## src/rtl/psram_burst_writer.sv

```systemverilog
// Streams BURST_LEN-word bursts from the pixel FIFO into pSRAM write bursts with frame-wrapping addresses.
// Define PSRAM_WR_STAT_EN to build the underflow flag and the per-frame burst counter.
module psram_burst_writer #(
    parameter int unsigned BURST_LEN   = 64,
    parameter int unsigned ADDR_W      = 24,
    parameter int unsigned BASE_ADDR   = 0,
    parameter int unsigned FRAME_WORDS = 2073600
) (
    input  logic              clk,
    input  logic              reset,
    input  logic              frame_start,
    input  logic [15:0]       fifo_rdata,
    input  logic              fifo_prog_empty,
    input  logic              fifo_rempty,
    output logic              fifo_ren,
    output logic              psram_req,
    output logic [ADDR_W-1:0] psram_addr,
    output logic [8:0]        psram_len,
    input  logic              psram_ack,
    output logic [15:0]       psram_wdata,
    output logic              psram_wvalid,
    output logic              psram_wlast,
    output logic              frame_done,
    output logic              underflow,
    output logic [15:0]       burst_count
);
    localparam logic [ADDR_W-1:0] BASE      = ADDR_W'(BASE_ADDR);
    localparam logic [ADDR_W-1:0] END_ADDR  = ADDR_W'(BASE_ADDR + FRAME_WORDS);
    localparam logic [ADDR_W-1:0] STEP      = ADDR_W'(BURST_LEN);
    localparam logic [7:0]        BEAT_LAST = 8'(BURST_LEN - 1);
    localparam logic [8:0]        LEN       = 9'(BURST_LEN);

    // state | meaning
    // IDLE  | waiting for a full burst in the FIFO
    // REQ   | burst request held until the controller grants it
    // DATA  | BURST_LEN back-to-back FIFO reads
    // DONE  | last word drains; address advances, wraps or restarts
    typedef enum logic [1:0] {IDLE, REQ, DATA, DONE} state_t;

    state_t            state, state_nxt;
    logic [7:0]        beat;
    logic [ADDR_W-1:0] addr;
    logic [ADDR_W-1:0] addr_inc;
    logic              wrap;
    logic              restart_now;
    logic              done_restart;
    logic              fs_pend;
    logic              wvalid_q;
    logic              wlast_q;
    logic              frame_done_q;
    logic [8:0]        len_q;

    assign addr_inc     = addr + STEP;
    assign wrap         = (addr_inc == END_ADDR);
    // Once granted, the burst address is frozen; later restarts wait for DONE.
    assign restart_now  = frame_start && ((state == IDLE) || (state == REQ && !psram_ack));
    assign done_restart = wrap || fs_pend || frame_start;

    always_ff @(posedge clk) begin
        if (reset) state <= IDLE;
        else       state <= state_nxt;
    end

    always_comb begin
        state_nxt = state;
        fifo_ren  = 1'b0;
        psram_req = 1'b0;
        unique case (state)
            IDLE: if (!fifo_prog_empty && !fifo_rempty) state_nxt = REQ;
            REQ: begin
                psram_req = 1'b1;
                if (psram_ack) state_nxt = DATA;
            end
            DATA: begin
                fifo_ren = 1'b1;
                if (beat == 8'd0) state_nxt = DONE;
            end
            DONE:    state_nxt = IDLE;
            default: state_nxt = IDLE;
        endcase
    end

    always_ff @(posedge clk) begin
        if (reset) begin
            beat         <= 8'd0;
            addr         <= BASE;
            fs_pend      <= 1'b0;
            wvalid_q     <= 1'b0;
            wlast_q      <= 1'b0;
            frame_done_q <= 1'b0;
            len_q        <= 9'd0;
        end else begin
            len_q        <= LEN;
            wvalid_q     <= fifo_ren;
            wlast_q      <= fifo_ren && (beat == 8'd0);
            frame_done_q <= 1'b0;

            if (state == REQ)       beat <= BEAT_LAST;
            else if (state == DATA) beat <= beat - 8'd1;

            if (restart_now) begin
                addr <= BASE;
            end else if (state == DONE) begin
                addr         <= done_restart ? BASE : addr_inc;
                frame_done_q <= wrap;
            end

            if (state == DONE)                     fs_pend <= 1'b0;
            else if (frame_start && !restart_now)  fs_pend <= 1'b1;
        end
    end

    assign psram_addr   = addr;
    assign psram_len    = len_q;
    assign psram_wvalid = wvalid_q;
    assign psram_wlast  = wlast_q;
    assign frame_done   = frame_done_q;
    // fifo_rdata already carries the word read on the previous cycle, so it lines up with wvalid.
    assign psram_wdata  = wvalid_q ? fifo_rdata : 16'd0;

`ifdef PSRAM_WR_STAT_EN
    logic        uf_q;
    logic [15:0] bc_q;

    always_ff @(posedge clk) begin
        if (reset) begin
            uf_q <= 1'b0;
            bc_q <= 16'd0;
        end else begin
            if (fifo_ren && fifo_rempty) uf_q <= 1'b1;
            if (restart_now) begin
                bc_q <= 16'd0;
            end else if (state == DONE) begin
                if (done_restart)         bc_q <= 16'd0;
                else if (bc_q != 16'hFFFF) bc_q <= bc_q + 16'd1;
            end
        end
    end

    assign underflow   = uf_q;
    assign burst_count = bc_q;
`else
    assign underflow   = 1'b0;
    assign burst_count = 16'd0;
`endif

endmodule

```

## config.mk

```make
export PLATFORM = sky130hd
export DESIGN_NAME = psram_burst_writer
export DESIGN_NICKNAME = d
export VERILOG_FILES = /design/src/rtl/psram_burst_writer.sv
export SDC_FILE = /design/constraint.sdc
export NUM_CORES = 1
export LEC_CHECK = 0
export BUFFER_PORTS_ARGS = -buffer_cell sky130_fd_sc_hd__clkbuf_2
export CORE_MARGIN = 2
export CORE_UTILIZATION = 40
export CTS_CLUSTER_DIAMETER = 50
export DETAILED_ROUTE_END_ITERATION = 10
export GPL_TIMING_DRIVEN = 0
export PLACE_DENSITY = 0.71
export SLEW_MARGIN = 20
export SYNTH_ARGS = -nofsm -noshare
export SYNTH_HDL_FRONTEND = slang
export SYNTH_SLANG_ARGS = --single-unit
```

## constraint.sdc

```tcl
create_clock -name clk -period 2.1 [get_ports clk]
set_input_delay 0.42 -clock clk [delete_from_list [all_inputs] [get_ports clk]]
set_output_delay 0.42 -clock clk [all_outputs]
set_load 0.02 [all_outputs]
```

==> run metrics <==
status finished, violations left; failing checks setup timing; GRT Util Overall between 10% and 20%; most common library cell in the layout ignoring fill and taps clkbuf_2; drc violations 0; Critical Path AT approximately 2.4 ns; Final HPWL DP 3990 um; delay-heaviest family, CP simple AND/OR/NAND/NOR gates; Hold Path Stages 2; Worst path max stage delay around 0.42 ns; Post-CTS Hold Buffers 0; Slew Limit Fails 0; ant diodes 0; Main synth FF type dfxtp_1; Die Span Y 77.9 um; dpl cells between 400 and 500; die area between 0.006 and 0.007 mm^2; period utilization 104%; largest net degree at the start of global routing 12; I/O pin count 93; worst reg2reg path startpoint psram_addr[7]; final hold violation count 0; Critical Path RT ~2.3 ns; R2R Setup Slk -0.09 ns; Max-cap violations 0; pre-CTS setup slack -0.362 ns; Peak VDD IR ~0.0007 V; initial antenna violation count 0; total core area 0.00520 mm^2; leakage power around 1.4 nW; vias in the first global route between 1500 and 2000; row count 26; ys async rst share 0%; Clock Path Buffers 2; Sw Pwr just under 0.8 mW; Placer Congestion between 0.8 and 0.9; Non-Filler Instances 454; Starting Density between 40 and 50%; CTS tree yes; Max-slew headroom 58.8%; Die Width ~80 um; first-pass GRT wire length between 9000 and 10000 um; Worst Hold Path EP psram_wvalid; Sw Share between 30% and 40%; CTS Buf Count 5; Period minus WS final 2.19 ns; clk_skew between 0.005 and 0.006 ns; Cell Area, Synth 0.00219 mm^2; worst r2r dst psram_addr[18]; Nets 412; final WL just under 6000 um; share of cells above drive strength 1 roughly two fifths; Clock Root Buffer clkbuf_8; HP Start reset; Flop pwr share 34.4%; EDFF count, synth 0; Synth Instances approximately 270; vias per inst ~5; drt pass-1 iters 4; Worst Max-Slew Pin Slew 0.616 ns; average wire per standard cell 12.8 um; CP max FO 7; via count around 2200; register bit total from synthesis 33; Avg Cell Area, Syn between 8 and 9 um^2; cell-internal power around 1.4 mW; area grow syn2layout 43.8%; most used cell, CP buf_6; Pwr per Cell Area roughly 700 mW/mm^2; register area share after synthesis 30.2%; port bufs 61; Worst Hold Class input port to flip-flop; WS Path Type flip-flop to flip-flop; Ys Warns 0; logic gate share of total power 35.1%; Final Setup Violations 12; worst-skew pair later-pin latency slightly below 0.3 ns; CP Capture Type flip-flop; library cells used by synthesis 52; Reg2Reg Depth 10; Slowest-stage cell, CP nor4b_4; f_max about 0.46 GHz; CTS H-tree lvls 2; GR Overflow Total 0; Sink Count 33; Final ANT Viol Nets 0; critical path, cell by cell buf_6 -> and2_4 -> buf_6 -> a211oi_4 -> a31oi_4 -> nor4b_4 -> nand3_4 -> buf_4 -> a41oi_2 -> a21oi_1; clock power share 30.5%; number of DRC markers in iteration 0 98; unrepaired setup endpoints after global routing true; CP Launch Type flip-flop; Pwr Total ~2.2 mW; setup ws final -0.0919 ns; commonest cells after routing, fill and taps aside clkbuf_2 (62), buf_4 (45), conb_1 (31), dfxtp_1 (25), nand2_1 (20); clock transition at the registers of the reported paths approximately 0.070 ns; Critical path buffers and inverters 3
## through the flow
step	setup TNS [ns]	hold slack (ns)	cell area, um^2	utilization, %
after floorplan	-0.0202	0.487	2320	-
after global placement	-3.79	0.463	2710	52.1
after detailed placement	-4.44	0.469	2710	52.1
after CTS	-0.260	0.322	2970	57.1
after global routing	-1.30	0.340	3150	60.4
final	-0.374	0.328	3150	60.4
## state kept, by name, indices dropped and copies added (netlist names)
register,cells
psram_addr,18
beat,8
state,2
frame_done,1
fs_pend,1
psram_len,1
psram_wlast,1
psram_wvalid,1
## cell families (layout without fill, tap and decap cells)
kind of cell	after synthesis	after routing	synth area share (%)
AO/OA/AOI/OAI	41	41	12.5
XOR/XNOR	13	13	5.21
adder cells (fa/ha/maj)	7	7	4.00
buffers and inverters	52	137	15.2
flip-flops	33	33	30.2
other	1	31	0.171
AND/OR/NAND/NOR	122	122	32.7
## repair_timing
item,4_1_cts,5_1_grt
resized for setup,12,34
setup endpoints to repair,18,18
pin swaps,12,5
buffers inserted,10,9
## how the worst max path moves through the flow
stage	start	endpoint	slack, ns	cells after the start
finish	psram_addr[7]	psram_addr[18]	-0.09	10
global route	psram_addr[7]	psram_addr[18]	-0.16	10
CTS	psram_addr[6]	psram_addr[17]	-0.06	10
detailed placement	psram_addr[6]	psram_addr[15]	-0.36	9
global placement	psram_addr[6]	psram_addr[15]	-0.34	9
floorplan	psram_addr[16]	psram_addr[17]	-0.02	8
## cell usage after synthesis, types with 2 or more instances
cell type | n | area share [%]
inv_1 | 9 | 1.5
a211oi_1 | 2 | 0.69
o21ai_0 | 9 | 2.1
xnor2_1 | 3 | 1.2
a311oi_1 | 3 | 1.2
nor4_1 | 2 | 0.57
buf_4 | 31 | 11
and2_1 | 18 | 5.1
and3_1 | 5 | 1.4
nand2b_1 | 4 | 1.1
xor2_1 | 10 | 4.0
nand4_1 | 7 | 2.0
ha_1 | 7 | 4.0
nor3_2 | 2 | 0.92
nor2b_1 | 5 | 1.4
nand2_1 | 21 | 3.6
buf_2 | 4 | 0.92
a21oi_1 | 9 | 2.1
buf_6 | 2 | 1.0
or4b_2 | 2 | 0.92
and3_4 | 2 | 1.0
nand3_1 | 11 | 2.5
a31oi_1 | 4 | 1.1
nor3b_1 | 2 | 0.69
nor2_1 | 15 | 2.6
clkbuf_1 | 6 | 1.0
dfxtp_1 | 33 | 30
nor3_1 | 15 | 3.4
o21a_1 | 3 | 1.0
## power by group through the flow
stage	clock network, mW	registers [mW]	logic (mW)
2_1_floorplan	0	0.765	0.593
3_3_place_gp	0	0.772	0.746
3_5_place_dp	0	0.774	0.763
4_1_cts	0.681	0.761	0.767
5_1_grt	0.709	0.773	0.866
6_report	0.676	0.761	0.777
## cell type report
type,count,area [um^2]
flip-flops and latches,33,676
fillers,460,2060
clock buffers,6,93.8
plain buffers,40,298
clock inverters,2,35.0
multi-input cells,214,1460
repair buffers,80,467
well taps,70,87.6
inverters,9,33.8
## per-layer routing
| layer | share of wire, % | track usage [%] |
|---|---|---|
| met5 | 0 | 0 |
| met4 | 1.2 | 6.84 |
| met3 | 5.0 | 3.14 |
| met2 | 52 | 31.2 |
| met1 | 42 | 22.8 |
Note: power is estimated with default switching activity, not from simulation.
